File: src/rtl/seq_cascade_comparator_if.sv
// seq_cascade_comparator_if
//   Handshake and operand bundle for seq_cascade_comparator.
//   Parameter WIDTH : operand width in bits (must match the comparator).
//   Signals:
//     start      request, sampled by the comparator only while it is not busy
//     a, b       operands, captured on an accepted start
//     e_in, g_in cascade equal-in / greater-in used when a == b
//     busy       compare in progress
//     done       one-cycle result-valid pulse
//     eq, gt     final result, held until the next done
//   Modports:
//     master : requester side (drives start/operands, observes status/result)
//     slave  : comparator side
interface seq_cascade_comparator_if #(
  parameter int WIDTH = 16
);
  logic             start;
  logic [WIDTH-1:0] a;
  logic [WIDTH-1:0] b;
  logic             e_in;
  logic             g_in;
  logic             busy;
  logic             done;
  logic             eq;
  logic             gt;

  modport master (
    output start, a, b, e_in, g_in,
    input  busy, done, eq, gt
  );

  modport slave (
    input  start, a, b, e_in, g_in,
    output busy, done, eq, gt
  );
endinterface

File: src/rtl/seq_cascade_comparator.sv
// seq_cascade_comparator
//   Multi-cycle magnitude comparator. Walks the captured operands DIGIT bits
//   per clock, most-significant digit first, and falls back on the cascade
//   inputs (e_in/g_in) when every digit matches.
//   Parameters:
//     WIDTH  operand width, must be a multiple of DIGIT
//     DIGIT  bits compared per clock (NDIG = WIDTH/DIGIT clocks per compare)
//     SIGNED 1 = two's complement operands (top digit compared signed)
//   Ports:
//     clk  rising-edge clock
//     rst  asynchronous, active-high reset
//     bus  seq_cascade_comparator_if.slave (start/a/b/e_in/g_in in,
//          busy/done/eq/gt out)
//   Build option:
//     SEQCMP_EARLY_EXIT_EN  when defined, the first differing digit ends the
//                           compare immediately instead of walking all digits.
module seq_cascade_comparator #(
  parameter int WIDTH  = 16,
  parameter int DIGIT  = 2,
  parameter int SIGNED = 0
) (
  input  logic                     clk,
  input  logic                     rst,
  seq_cascade_comparator_if.slave  bus
);

  localparam int NDIG = WIDTH / DIGIT;
  localparam int IW   = (NDIG > 1) ? $clog2(NDIG) : 1;
  localparam logic [IW-1:0] LAST = IW'(NDIG - 1);

  generate
    if ((DIGIT < 1) || ((WIDTH % DIGIT) != 0)) begin : g_bad_width
      $error("seq_cascade_comparator: WIDTH must be a positive multiple of DIGIT");
    end
  endgenerate

  typedef enum logic [1:0] {
    IDLE = 2'd0,
    RUN  = 2'd1,
    DONE = 2'd2
  } state_t;

  state_t           state;
  state_t           state_nxt;
  logic [WIDTH-1:0] a_cap;
  logic [WIDTH-1:0] b_cap;
  logic             e_cap;
  logic             g_cap;
  logic [IW-1:0]    idx;
  logic [IW-1:0]    idx_nxt;
  logic             decided;
  logic             decided_nxt;
  logic             eq_r;
  logic             gt_r;
  logic             eq_nxt;
  logic             gt_nxt;
  logic             eq_q;
  logic             gt_q;
  logic             accept;
  logic             load_out;
  logic [DIGIT-1:0] a_dig;
  logic [DIGIT-1:0] b_dig;
  logic             dig_diff;
  logic             dig_gt;

  // Current digit pair. Only the most-significant digit carries the sign, so
  // a signed compare is used there and unsigned everywhere below it.
  always_comb begin
    a_dig    = a_cap[int'(idx) * DIGIT +: DIGIT];
    b_dig    = b_cap[int'(idx) * DIGIT +: DIGIT];
    dig_diff = (a_dig != b_dig);
    if ((SIGNED != 0) && (idx == LAST)) begin
      dig_gt = ($signed(a_dig) > $signed(b_dig));
    end else begin
      dig_gt = (a_dig > b_dig);
    end
  end

  // Next-state logic. The first differing digit decides the result and sets
  // 'decided' so later digits cannot overwrite it; if nothing differs the
  // cascade inputs captured with the operands become the result. load_out
  // marks the edge that enters DONE, which is the only time the visible
  // eq/gt registers change.
  always_comb begin
    state_nxt   = state;
    idx_nxt     = idx;
    decided_nxt = decided;
    eq_nxt      = eq_r;
    gt_nxt      = gt_r;
    accept      = 1'b0;
    load_out    = 1'b0;
    case (state)
      IDLE, DONE: begin
        state_nxt = IDLE;
        if (bus.start) begin
          accept      = 1'b1;
          state_nxt   = RUN;
          idx_nxt     = LAST;
          decided_nxt = 1'b0;
        end
      end
      RUN: begin
        if (!decided && dig_diff) begin
          decided_nxt = 1'b1;
          eq_nxt      = 1'b0;
          gt_nxt      = dig_gt;
        end else if (!decided && (idx == '0)) begin
          eq_nxt = e_cap;
          gt_nxt = g_cap;
        end
        if (idx == '0) begin
          state_nxt = DONE;
          load_out  = 1'b1;
        end else begin
          idx_nxt = idx - 1'b1;
        end
`ifdef SEQCMP_EARLY_EXIT_EN
        if (!decided && dig_diff) begin
          state_nxt = DONE;
          load_out  = 1'b1;
        end
`endif
      end
      default: begin
        state_nxt = IDLE;
      end
    endcase
  end

  // State, working registers and operand capture. Operands and cascade bits
  // are only written on an accepted start so the bus may change freely while
  // a compare runs.
  always_ff @(posedge clk or posedge rst) begin
    if (rst) begin
      state   <= IDLE;
      idx     <= '0;
      decided <= 1'b0;
      eq_r    <= 1'b0;
      gt_r    <= 1'b0;
      eq_q    <= 1'b0;
      gt_q    <= 1'b0;
      a_cap   <= '0;
      b_cap   <= '0;
      e_cap   <= 1'b0;
      g_cap   <= 1'b0;
    end else begin
      state   <= state_nxt;
      idx     <= idx_nxt;
      decided <= decided_nxt;
      eq_r    <= eq_nxt;
      gt_r    <= gt_nxt;
      if (load_out) begin
        eq_q <= eq_nxt;
        gt_q <= gt_nxt;
      end
      if (accept) begin
        a_cap <= bus.a;
        b_cap <= bus.b;
        e_cap <= bus.e_in;
        g_cap <= bus.g_in;
      end
    end
  end

  assign bus.busy = (state == RUN);
  assign bus.done = (state == DONE);
  assign bus.eq   = eq_q;
  assign bus.gt   = gt_q;

endmodule

File: src/flat_wrapper.sv
// flat-port wrapper written by rule: the top's interface ports become plain ports
module seq_cascade_comparator_flat 
#(
  parameter int WIDTH  = 16,
  parameter int DIGIT  = 2,
  parameter int SIGNED = 0
)
  (clk, rst, bus_start, bus_a, bus_b, bus_e_in, bus_g_in, bus_busy, bus_done, bus_eq, bus_gt);
  seq_cascade_comparator_if #(.WIDTH(WIDTH)) bus_i ();
  input  logic clk;
  input  logic rst;
  input wire logic [$bits(bus_i.start)-1:0] bus_start;
  input wire logic [$bits(bus_i.a)-1:0] bus_a;
  input wire logic [$bits(bus_i.b)-1:0] bus_b;
  input wire logic [$bits(bus_i.e_in)-1:0] bus_e_in;
  input wire logic [$bits(bus_i.g_in)-1:0] bus_g_in;
  output wire logic [$bits(bus_i.busy)-1:0] bus_busy;
  output wire logic [$bits(bus_i.done)-1:0] bus_done;
  output wire logic [$bits(bus_i.eq)-1:0] bus_eq;
  output wire logic [$bits(bus_i.gt)-1:0] bus_gt;
  assign bus_i.start = bus_start;
  assign bus_i.a = bus_a;
  assign bus_i.b = bus_b;
  assign bus_i.e_in = bus_e_in;
  assign bus_i.g_in = bus_g_in;
  assign bus_busy = bus_i.busy;
  assign bus_done = bus_i.done;
  assign bus_eq = bus_i.eq;
  assign bus_gt = bus_i.gt;
  seq_cascade_comparator #(.WIDTH(WIDTH), .DIGIT(DIGIT), .SIGNED(SIGNED)) u_core (.clk(clk), .rst(rst), .bus(bus_i));
endmodule
File: config.mk
export PLATFORM = sky130hd
export DESIGN_NAME = seq_cascade_comparator_flat
export DESIGN_NICKNAME = d
export VERILOG_FILES = /design/src/rtl/seq_cascade_comparator_if.sv /design/src/rtl/seq_cascade_comparator.sv /design/src/flat_wrapper.sv
export SDC_FILE = /design/constraint.sdc
export NUM_CORES = 1
export LEC_CHECK = 0
export CAP_MARGIN = 40
export CORE_AREA = 5 5 56 83
export CTS_CLUSTER_DIAMETER = 120
export DETAILED_ROUTE_END_ITERATION = 12
export DIE_AREA = 0 0 61 88
export PLACE_DENSITY = 0.88
export SKIP_LAST_GASP = 1
export SLEW_MARGIN = 20
export SYNTH_ARGS = -nofsm -noshare
export SYNTH_HDL_FRONTEND = slang
export SYNTH_SLANG_ARGS = --single-unit
File: constraint.sdc
create_clock -name clk -period 7.2 [get_ports clk]
set_input_delay 1.08 -clock clk [delete_from_list [all_inputs] [get_ports clk]]
set_output_delay 1.08 -clock clk [all_outputs]
set_load 0.03 [all_outputs]
* After elaboration in Yosys (flattened, before gate mapping)
Index checks and enable logic that the tools add are counted.
** Operators by class
- Add/subtract/negate cells :: 1
- $lt $le $gt $ge :: 1
- Eq/ne operators :: 7
- Shift operators :: 2
- Mux-type cells :: 19
- Reduce and logical (&&, ||, !) cells :: 9
** Operators with widths (number)
- indexed part select 16 x 5 -> 2 bit :: 2
- two-way mux 1 bit :: 13
- two-way mux 3 bit :: 2
- one-hot mux 3 bit (2 select lines) :: 1
- AND reduction 3 bit :: 2
- inequality test 2 x 1 -> 1 bit (second input constant) :: 2
- inequality test 2 bit (second input constant) :: 2
- one-hot mux 2 bit (2 select lines) :: 1
- logical NOT 3 bit :: 1
- subtractor 3 x 1 -> 3 bit (second input constant) :: 1
- == test 2 x 1 -> 1 bit (second input constant) :: 1
- == test 2 bit (second input constant) :: 1
- greater-than comparator 2 bit :: 1
- logical AND 1 bit :: 2
- logical NOT 2 bit :: 1
- two-way mux 2 bit :: 1
- inequality test 2 bit :: 1
- one-hot mux 1 bit (2 select lines) :: 1
- nonzero test 2 bit :: 1
- OR reduction 2 bit :: 1
- logical NOT 1 bit :: 1
** Word-level totals
- Register bits :: 44
- Bits of input ports :: 37
- Output and inout bits :: 4

* Logic depth before layout (Yosys ltp)
Gate-level depths: netlist (run 1).
- Depth in word-level cells :: 5
- Depth in mapped cells :: 8
- Gate-level depth less buffers :: 7

* Worst setup path before layout (run 1)
OpenSTA, ideal clock, no wires.
- Kind :: flip-flop to flip-flop
- From :: register u_core.idx[0]
- To :: register u_core.gt_q, in the netlist u_core.bus.gt
- Arrival time :: 2145 ps
- Required time :: 7074 ps
- Path slack :: 4930 ps
- Stages on the path, launching flop included :: 9
- Buffers on the path :: 1
- Cell sequence :: dfrtp_1 -> buf_6 -> mux4_1 -> mux2_2 -> ha_1 -> nor2b_1 -> o21ai_0 -> o211a_1 -> o31ai_1
** On the way
- Word-level cells in the longest chain between the ends :: 5
- Elaborated cells between the ends (all ways) :: 12
- Those cells by class :: order compare (1); eq/ne (1); shift (2); mux (5); reduce/logical (3)
** Ends and longest elaborated chain
- start, declared :: line seq_cascade_comparator.sv:49 : logic [IW-1:0] idx;
- start signal, assigned :: line seq_cascade_comparator.sv:148 : idx <= idx_nxt;
- indexed part select 16 x 5 -> 2 bit, or another cell as far along :: line seq_cascade_comparator.sv:69 : a_dig = a_cap[int'(idx) * DIGIT +: DIGIT];
- inequality test 2 bit or logical AND 1 bit (tied branches) :: line seq_cascade_comparator.sv:71, seq_cascade_comparator.sv:107
- logical AND 1 bit or two-way mux 1 bit (tied branches) :: line seq_cascade_comparator.sv:103, seq_cascade_comparator.sv:107
- two-way mux 1 bit :: line seq_cascade_comparator.sv:103 : if (!decided && dig_diff) begin
- two-way mux 1 bit :: line seq_cascade_comparator.sv:92 : case (state)
- end signal, assigned :: line seq_cascade_comparator.sv:154 : gt_q <= gt_nxt;
- end, declared :: line seq_cascade_comparator.sv:58 : logic gt_q;
Several ways; a longest one is shown, not always the timed one.
A chain may end at the register's enable or synchronous reset.

* Worst setup path in the final report (run 1)
- From :: register u_core.state[1]
- To :: output port bus_busy
** On the way
- Word-level cells in the longest chain between the ends :: 1
** Ends and longest elaborated chain
- start, declared :: line seq_cascade_comparator.sv:43 : state_t state;
- start signal, assigned :: line seq_cascade_comparator.sv:147 : state <= state_nxt;
- == test 2 x 1 -> 1 bit :: line seq_cascade_comparator.sv:165 : assign bus.busy = (state == RUN);
- end, declared :: line flat_wrapper.sv:17 : output wire logic [$bits(bus_i.busy)-1:0] bus_busy;
No other way between the ends.

==> impl_metrics.csv, run 1 <==
group,metric,value,unit
timing,worstMarginPinSlew,0.5403,ns
place,dp_cells,221,
flow_run,maxCapViolations,0,
timing,setup_viol,0,
timing,fmax,365.6,MHz
timing,slew_viol_final,0,
setup_path,crit_end,"bus_busy",
global_routing,grt_pass1_vias,1471,
route,vias,1288,
power_and_ir_drop,power.total,0.001076,W
die,std_cell_rows,28,
global_routing,grt_first_pass_wirelength,6603,um
timing,fin_worst_skew,0.005583,ns
route,drt-total-wl,3808,um
cts,hold_buffers,0,
route,dr_wl_met3,192,um
timing,setup_tns,0,ns
setup_path,rr_startpoint,"u_core.idx[0]",
route,wl_met1,1376,um
cts,cts_root_buf,"clkbuf_8",
finish,stdcell_count,229,
finish,antenna_cells,0,
timing,holdWs,0.4821,ns
place,place_congestion,0.7504,
route,drtIter0Drc,50,
setup_path,crit_arrival,1.66,ns
cts,ctsResizeCount,0,
power_and_ir_drop,leakagePower,1.128,nW
route,wl_met2,2134,um
place,port_buffers,40,
global_routing,antenna_found_initial,0,
finish,fin_nets,224,
setup_path,reg2reg_slack,4.58,ns
timing,hold_viol,0,
die,die_w,61,um
timing,period_minus_slack,2.735,ns
die,die_area,5368,sq um
setup_path,crit_required,6.12,ns
yosys,syn_avg_cell_area,14.47,sq um
route,antenna_left,0,
yosys,syn_inst,141,
setup_path,r2r_cells,7,
route,vias_per_cell,5.624,
setup_path,r2r_end,"u_core.bus.gt",
yosys,ys_ff_latch,44,
yosys,yosysUniqueCellTypes,24,
route,wl_per_cell,16.63,um
timing,setup_ws,4.465,ns
route,firstDrtPassIters,5,
power_and_ir_drop,powerDensity,415.3,nW/um^2
cts,clk_path_buf_depth,2,
die,ios,41,
setup_path,worstSetupPathType,"flip-flop to output port",
worst_hold_path,min_path_type,"flip-flop to flip-flop",
timing,rsz0062_at_grt,"no",
timing,maxSlewHeadroom,63.98,%
route,top_layer_used,"met4",
setup_path,startpoint,"u_core.state[1]",
die,coreArea,3854,sq um
yosys,yosysSeqAreaShare,53.95,%
place,post-place-ws,4.482,ns
cts,path_clk_slew,0.08,ns
cts,cts_made_buffers,5,
place,hpwl,2874,um
route,drc_errors,0,
global_routing,grt_max_degree,45,
yosys,synth_area,2041,sq um
setup_path,cp-start-kind,"flip-flop",
cts,cts_sinks,44,
yosys,synth_warnings,0,
setup_path,cp-end-kind,"output port",
cts,cts_tree,"done",
finish,area_growth_syn_to_layout,26.92,%
yosys,synth_nets,182,
die,dieHeight,88,um
cts,cts_setup_buffers,0,
finish,drive_above_1_share,25.00,%
power_and_ir_drop,ir_worst_vdd,0.2556,mV
cts,worstSkewPairLatency,0.30,ns
setup_path,cp_max_fo,4,
global_routing,grt.overflow.total,0,
timing,fin_crit_sh,37.99,%
global_routing,grt_use_total,16.67,%
die,initial_core_util,52.95,%
outcome,status,"completed",
cts,cts.htree.levels,2,
[layer usage]
layer,track usage (%),vias up
met5,0,-
met4,8.876,0
met3,4.867,8
met2,28.82,34
met1,17.75,651
li1,-,595
[logic make-up after synthesis]
| kind of cell | Yosys count | share of synthesized area, % |
|---|---|---|
| simple gates | 22 | 5.273 |
| compound gates | 11 | 3.618 |
| flops | 44 | 53.95 |
| fa+ha+maj | 4 | 2.453 |
| mux | 47 | 31.64 |
| buf+inv | 13 | 3.065 |
[synthesized netlist by cell type]
library cell  number  area (sq um)
dfrtp_1           44          1101
mux2_2            36         405.4
mux4_1             8         210.2
inv_1              6         22.52
buf_2              5         25.02
nand2_1            5         18.77
nor2_1             5         18.77
ha_1               4         50.05
nor2b_1            4         25.02
o21ai_0            4         20.02
mux2i_1            3         30.03
nor3_1             3         15.01
a21oi_1            2         10.01
nand2b_1           2         12.51
a211o_1            1         8.760
a211oi_1           1         7.510
a32o_1             1         10.01
and3_1             1         6.260
buf_6              1         11.26
clkbuf_1           1         3.750
nand3_1            1         5.000
o211a_1            1         10.01
o31ai_1            1         7.510
or2_2              1         6.260
[power by group]
| part | switching [W] | internal [W] |
|---|---|---|
| logic | 0.000190 | 0.000278 |
| clock network | 0.0000781 | 0.0000782 |
| registers | 0.0000841 | 0.000367 |
| total | 0.000352 | 0.000724 |
[worst max-delay path: stages (launching register included)]
cell and delay [ns]:
dfrtp_1 0.37, nand2b_1 0.18, inv_1 0.13, clkdlybuf4s50_1 0.68
[state kept, by name, summed over array words and instances (netlist names)]
register	cells
u_core.g_cap	1
u_core.b_cap	16
u_core.bus.gt	1
u_core.state	2
u_core.idx	3
u_core.gt_r	1
u_core.bus.eq	1
u_core.decided	1
u_core.e_cap	1
u_core.a_cap	16
u_core.eq_r	1
[worst min-delay path by stage]
stage | startpoint | to | slack, ns | cells past startpoint
final | u_core.bus.gt | u_core.bus.gt | 0.48 | 2
after global routing | u_core.bus.gt | u_core.bus.gt | 0.51 | 2
after global placement | u_core.bus.gt | u_core.bus.gt | 0.46 | 2
after floorplan | u_core.eq_r | u_core.eq_r | 0.47 | 1
after CTS | u_core.bus.gt | u_core.bus.gt | 0.49 | 2
after detailed placement | u_core.bus.gt | u_core.bus.gt | 0.47 | 2
[layout by cell type, fill, tap and decap left out, drive strengths merged, types with 2 or more instances in the layout]
master          n
nand2           5
clkbuf          8
mux2i           3
nor3            3
mux2           36
buf             2
nand2b          2
inv             5
o21ai           4
ha              4
a21oi           2
nor2            5
dfrtp          44
mux4            8
nor2b           4
clkdlybuf4s50  40
[through the flow]
step	util, %	instance area [sq um]
after detailed placement	64.87	2500
after floorplan	-	2041
after CTS	67.21	2590
after global routing	67.21	2590
final	67.21	2590
after global placement	64.16	2472
[area by class of cell]
| cell class | count | area [sq um] |
|---|---|---|
| fill | 280 | 1264 |
| sequential | 44 | 1101 |
| multi-input combinational | 84 | 884.6 |
| timing repair buffer | 42 | 435.4 |
| clock buffer | 8 | 90.09 |
| tap | 45 | 56.30 |
| inverter | 6 | 22.52 |
Power figures use the tool's default switching activity.
==> inputs of run 2 (changes only) <==
--- a/config.mk
+++ b/config.mk
@@ -6,11 +6,11 @@
 export NUM_CORES = 1
 export LEC_CHECK = 0
 export CAP_MARGIN = 40
-export CORE_AREA = 5 5 56 83
+export CORE_AREA = 5 5 61 90
 export CTS_CLUSTER_DIAMETER = 120
 export DETAILED_ROUTE_END_ITERATION = 12
-export DIE_AREA = 0 0 61 88
-export PLACE_DENSITY = 0.88
+export DIE_AREA = 0 0 66 95
+export PLACE_DENSITY = 0.79
 export SKIP_LAST_GASP = 1
 export SLEW_MARGIN = 20
 export SYNTH_ARGS = -nofsm -noshare
==> constraint.sdc (replaced) <==
create_clock -name clk -period 2.4 [get_ports clk]
set_input_delay 0.36 -clock clk [delete_from_list [all_inputs] [get_ports clk]]
set_output_delay 0.36 -clock clk [all_outputs]
set_load 0.03 [all_outputs]
==> run 2 against run 1 <==
Combinational power grew to 3.7 times the previous value; worst setup slack worse by 4.4 ns; utilization is 9.8 points lower; sequential share of layout area is 1.6 points lower; wire length is 3.7% higher; critical path type is now flip-flop to flip-flop; sequential cell count stayed put; hold slack worse by 0.088 ns; cell count is 10% higher; largest cell class unchanged; highest routed layer unchanged; register-to-register slack worse by 4.5 ns; final area is 4.0% higher.
==> impl_metrics.csv, run 2 (same netlist as run 1, synthesis figures left out) <==
group,metric,value,unit
global_routing,grt_first_pass_wirelength,6341,um
setup_path,cp-end-kind,"flip-flop",
die,std_cell_rows,31,
route,drt-total-wl,3948,um
setup_path,crit_arrival,2.52,ns
setup_path,crit_required,2.60,ns
place,port_buffers,40,
die,coreArea,4693,sq um
place,post-place-ws,-0.06672,ns
die,dieHeight,95,um
setup_path,startpoint,"u_core.idx[0]",
setup_path,cp_max_fo,7,
power_and_ir_drop,power_frac_comb,47.8,%
timing,period_minus_slack,2.319,ns
route,drc_errors,0,
place,hpwl,2948,um
finish,utilization,57.37,%
place,dp_cells,244,
finish,fin_nets,228,
power_and_ir_drop,leakagePower,1.142,nW
timing,fmax,431.2,MHz
power_and_ir_drop,clkPwrFrac,14.5,%
finish,layout_common_cells,"dfrtp_1 (43), clkdlybuf4s50_1 (40), mux2_2 (36)",
route,vias,1286,
route,drtIter0Drc,30,
global_routing,antenna_found_initial,0,
timing,slew_viol_final,0,
cts,clk_path_buf_depth,2,
outcome,status,"completed",
timing,hold_viol,0,
finish,antenna_cells,0,
die,die_w,66,um
worst_hold_path,min_path_type,"primary input to asynchronous set/reset pin",
timing,setup_ws,0.08094,ns
route,antenna_left,0,
route,firstDrtPassIters,3,
power_and_ir_drop,switching_power,0.001188,W
timing,maxSlewHeadroom,56.61,%
die,ios,41,
timing,fin_worst_skew,0.007607,ns
power_and_ir_drop,powerDensity,1336,nW/um^2
timing,setup_viol,0,
route,wl_per_cell,15.67,um
flow_run,maxCapViolations,0,
finish,drive_above_1_share,32.26,%
setup_path,rr_startpoint,"u_core.idx[0]",
finish,stdcell_count,252,
cts,cts_tree,"done",
route,vias_per_cell,5.103,
cts,cts_sinks,44,
place,place_congestion,0.8759,
timing,setup_tns,0,ns
power_and_ir_drop,pwr-share-seq,37.7,%
finish,final_common_cell,"dfrtp_1",
cts,worstSkewPairLatency,0.28,ns
global_routing,grt_max_degree,40,
cts,cts_root_buf,"clkbuf_8",
global_routing,grt_use_total,13.22,%
setup_path,worstSetupPathType,"flip-flop to flip-flop",
timing,fin_crit_sh,96.63,%
power_and_ir_drop,internal_power,0.002411,W
cts,cts_made_buffers,5,
cts,cts.htree.levels,2,
power_and_ir_drop,power.total,0.003599,W
setup_path,cp-start-kind,"flip-flop",
power_and_ir_drop,ir_worst_vdd,0.5381,mV
finish,largestRegisters,"u_core.a_cap (16), u_core.b_cap (16), u_core.idx (3)",
cts,path_clk_slew,0.08,ns
finish,area_growth_syn_to_layout,31.94,%
power_and_ir_drop,swShare,33.01,%
timing,worstMarginPinSlew,0.6469,ns
global_routing,grt_pass1_vias,1392,
global_routing,grt.overflow.total,0,
die,initial_core_util,43.48,%
die,die_area,6270,sq um
-- run 2: path summary, 6_finish.rpt --
path	cells past startpoint	end	slack (ns)
min in group clk	1	u_core.b_cap[5]	0.50
max	6	u_core.bus.gt	0.08
min	2	u_core.b_cap[0]	0.39
max reg2reg	6	u_core.bus.gt	0.08
min reg2reg	1	u_core.b_cap[5]	0.50
max in group asynchronous	3	u_core.idx[0]	1.48
-- run 2: repair_timing --
action / 4_1_cts / 5_1_grt
hold buffers: 0 / 0
gates resized for setup: 2 / 11
buffers inserted: 1 / 1
pin swaps: 0 / 2
endpoints found under the setup margin: 3 / 2
cloned: 0 / 0
-- run 2: metrics by stage --
step                instance area [sq um]  hold slack, ns
floorplan                            2041          0.4651
global placement                     2546          0.4640
detailed placement                   2546          0.4862
CTS                                  2654          0.3979
global route                         2693          0.4517
finish                               2693          0.3945
-- run 2: routing by layer --
metal | global-route usage, % | part of all wire (%) | vias to the layer above | routed length (um)
met5 | 0 | 0 | - | 0
met4 | 6.441 | 2.2 | 0 | 87
met3 | 3.333 | 3.9 | 9 | 154
met2 | 22.01 | 57 | 30 | 2231
met1 | 15.76 | 37 | 652 | 1475
li1 | - | - | 595 | -
-- run 2: cell type report --
type / instances / area (sq um)
clock buffers: 5 / 68.82
clock inverters: 1 / 30.03
fillers: 383 / 2001
inverters: 6 / 22.52
multi-input cells: 84 / 912.1
flip-flops and latches: 44 / 1102
well taps: 66 / 82.58
repair buffers: 46 / 474.2
-- run 2: worst max-delay path: stages, from the launching register on --
cell and delay (ns):
dfrtp_2 0.47, mux4_1 0.59, mux2_2 0.29, ha_1 0.31, nand2_2 0.09, o211a_1 0.26
o31ai_2 0.23
-- run 2: power by group through the flow --
stage | Clock [W] | Combinational (W) | Sequential, W
after floorplan | 0 | 0.00117 | 0.00124
after global placement | 0 | 0.00138 | 0.00135
after detailed placement | 0 | 0.00144 | 0.00136
after CTS | 0.000535 | 0.00149 | 0.00135
after global routing | 0.000564 | 0.00188 | 0.00140
final | 0.000521 | 0.00172 | 0.00136
==> inputs of run 3 (changes only) <==
--- a/config.mk
+++ b/config.mk
@@ -11,6 +11,7 @@
 export DETAILED_ROUTE_END_ITERATION = 12
 export DIE_AREA = 0 0 66 95
 export PLACE_DENSITY = 0.79
+export REMOVE_ABC_BUFFERS = 1
 export SKIP_LAST_GASP = 1
 export SLEW_MARGIN = 20
 export SYNTH_ARGS = -nofsm -noshare
==> run 3 against run 2 <==
Utilization down 1.2 points; via count is 1.1% lower; clock power decreased by 11%; global-route usage is 0.75 points higher; critical path depth up 1; critical endpoint unchanged; largest cell class unchanged; highest routed layer unchanged.
==> impl_metrics.csv, run 3 (same netlist as run 1, synthesis figures left out) <==
group,metric,value,unit
outcome,status,"completed",
die,die_w,66,um
die,die_area,6270,sq um
route,antenna_left,0,
timing,fin_worst_skew,0.003158,ns
setup_path,crit_arrival,2.48,ns
global_routing,antenna_found_initial,0,
flow_run,maxCapViolations,0,
die,dieHeight,95,um
finish,utilization,56.17,%
route,drc_errors,0,
place,port_buffers,40,
place,dpl_cell_area,2526,sq um
cts,cts_sinks,44,
timing,worstMarginPinSlew,0.5293,ns
route,wl_per_cell,15.42,um
global_routing,grt_use_total,13.97,%
die,std_cell_rows,31,
power_and_ir_drop,powerDensity,1242,nW/um^2
timing,fmax,434.4,MHz
route,drtIter0Drc,30,
setup_path,slowest_delay,0.56,ns
global_routing,grt_pass1_vias,1364,
power_and_ir_drop,ir_worst_vdd,0.6929,mV
setup_path,worstSetupPathType,"flip-flop to flip-flop",
die,initial_core_util,43.48,%
finish,largestRegisters,"u_core.a_cap (16), u_core.b_cap (16), u_core.idx (3)",
cts,cts.htree.levels,2,
cts,path_clk_slew,0.08,ns
timing,period_minus_slack,2.302,ns
finish,fin_area,2636,sq um
power_and_ir_drop,switching_power,0.001081,W
route,drt-total-wl,3887,um
power_and_ir_drop,power_frac_comb,44.1,%
setup_path,cp_cell_sequence,"mux4_1 > mux2_2 > ha_1 > nor2b_1 > o21ai_1 > o211a_1 > o31ai_2",
finish,drive_above_1_share,27.96,%
setup_path,reg2reg_slack,0.1,ns
power_and_ir_drop,swShare,33.00,%
setup_path,cp-end-kind,"flip-flop",
timing,maxSlewHeadroom,64.71,%
setup_path,path_delay_family,"multiplexers",
cts,hold_buffers,0,
timing,rsz0062_at_grt,"no",
setup_path,cp-start-kind,"flip-flop",
timing,slew_viol_final,0,
setup_path,cp_max_fo,6,
cts,worstSkewPairLatency,0.29,ns
timing,setup_viol,0,
finish,antenna_cells,0,
timing,fin_crit_sh,95.93,%
setup_path,cp_slowest_cell,"mux4_1",
cts,cts_root_buf,"clkbuf_8",
global_routing,grt_first_pass_wirelength,6499,um
setup_path,rr_startpoint,"u_core.idx[0]",
finish,area_growth_syn_to_layout,29.18,%
cts,cts_made_buffers,5,
global_routing,grt.overflow.total,0,
route,firstDrtPassIters,4,
finish,fin_nets,226,
power_and_ir_drop,clkPwrFrac,14.2,%
setup_path,crit_required,2.58,ns
setup_path,worst-path-buf-inv,0,
route,vias,1272,
finish,final_common_cell,"dfrtp_1",
power_and_ir_drop,internal_power,0.002194,W
power_and_ir_drop,pwr-share-seq,41.7,%
cts,cts_tree,"done",
timing,hold_viol,0,
die,ios,41,
route,vias_per_cell,5.048,
timing,holdWs,0.5064,ns
setup_path,r2r_cells,7,
setup_path,r2r_end,"u_core.bus.gt",
place,place_congestion,0.7793,
place,hpwl,2919,um
die,coreArea,4693,sq um
worst_hold_path,min_path_type,"primary input to asynchronous set/reset pin",
cts,clk_path_buf_depth,2,
power_and_ir_drop,leakagePower,1.145,nW
global_routing,grt_max_degree,45,
finish,layout_common_cells,"dfrtp_1 (43), clkdlybuf4s50_1 (40), mux2_2 (36)",
## run 3: through the flow
step / TNS [ns] / setup slack, ns / instances / total power (W)
global placement: 0 / 0.07017 / 243 / 0.002712
floorplan: -7.275 / -0.2132 / 134 / 0.002375
detailed placement: -0.009384 / -0.009384 / 243 / 0.002797
finish: 0 / 0.09780 / 252 / 0.003275
CTS: 0 / 0.03400 / 251 / 0.003270
global route: 0 / 0.0006548 / 252 / 0.003523
## run 3: power groups by stage
stage	Sequential, W	Combinational, W	Clock, W
6_report	0.00136	0.00145	0.000465
5_1_grt	0.00141	0.00160	0.000510
4_1_cts	0.00137	0.00142	0.000477
3_5_place_dp	0.00138	0.00141	0
3_3_place_gp	0.00136	0.00135	0
2_1_floorplan	0.00129	0.00108	0
## run 3: worst max path at each step
stage,start,to,slack (ns),cells after the start
floorplan,u_core.state[0],u_core.a_cap[0],-0.21,2
global placement,u_core.idx[0],u_core.bus.gt,0.07,7
detailed placement,u_core.idx[0],u_core.bus.gt,-0.009,7
CTS,u_core.idx[0],u_core.bus.gt,0.03,7
global route,u_core.idx[0],u_core.bus.gt,0.0007,7
finish,u_core.idx[0],u_core.bus.gt,0.1,7
## run 3: final cells by class
cell class / instances / area [sq um]
Sequential cell: 44 / 1102
Inverter: 6 / 22.52
Fill cell: 391 / 2057
Multi-Input combinational cell: 84 / 889.6
Timing Repair Buffer: 44 / 446.7
Clock buffer: 6 / 82.58
Clock inverter: 2 / 10.01
Tap cell: 66 / 82.58
## run 3: tightest hold or removal path, delay by kind of cell
kind	cells	cell delay, ns
buf+inv	3	0.89
## run 3: metal layers
layer	routed length (um)	global-route usage [%]
met1	1594	16.48
met2	2054	23.85
met3	167	3.452
met4	71	6.102
met5	0	0
## run 3: what timing repair did
action,in CTS,in global routing
buffers inserted,0,1
gates cloned,0,0
endpoints found under the setup margin,2,2
gates resized for setup,1,3
hold endpoints to repair,0,0
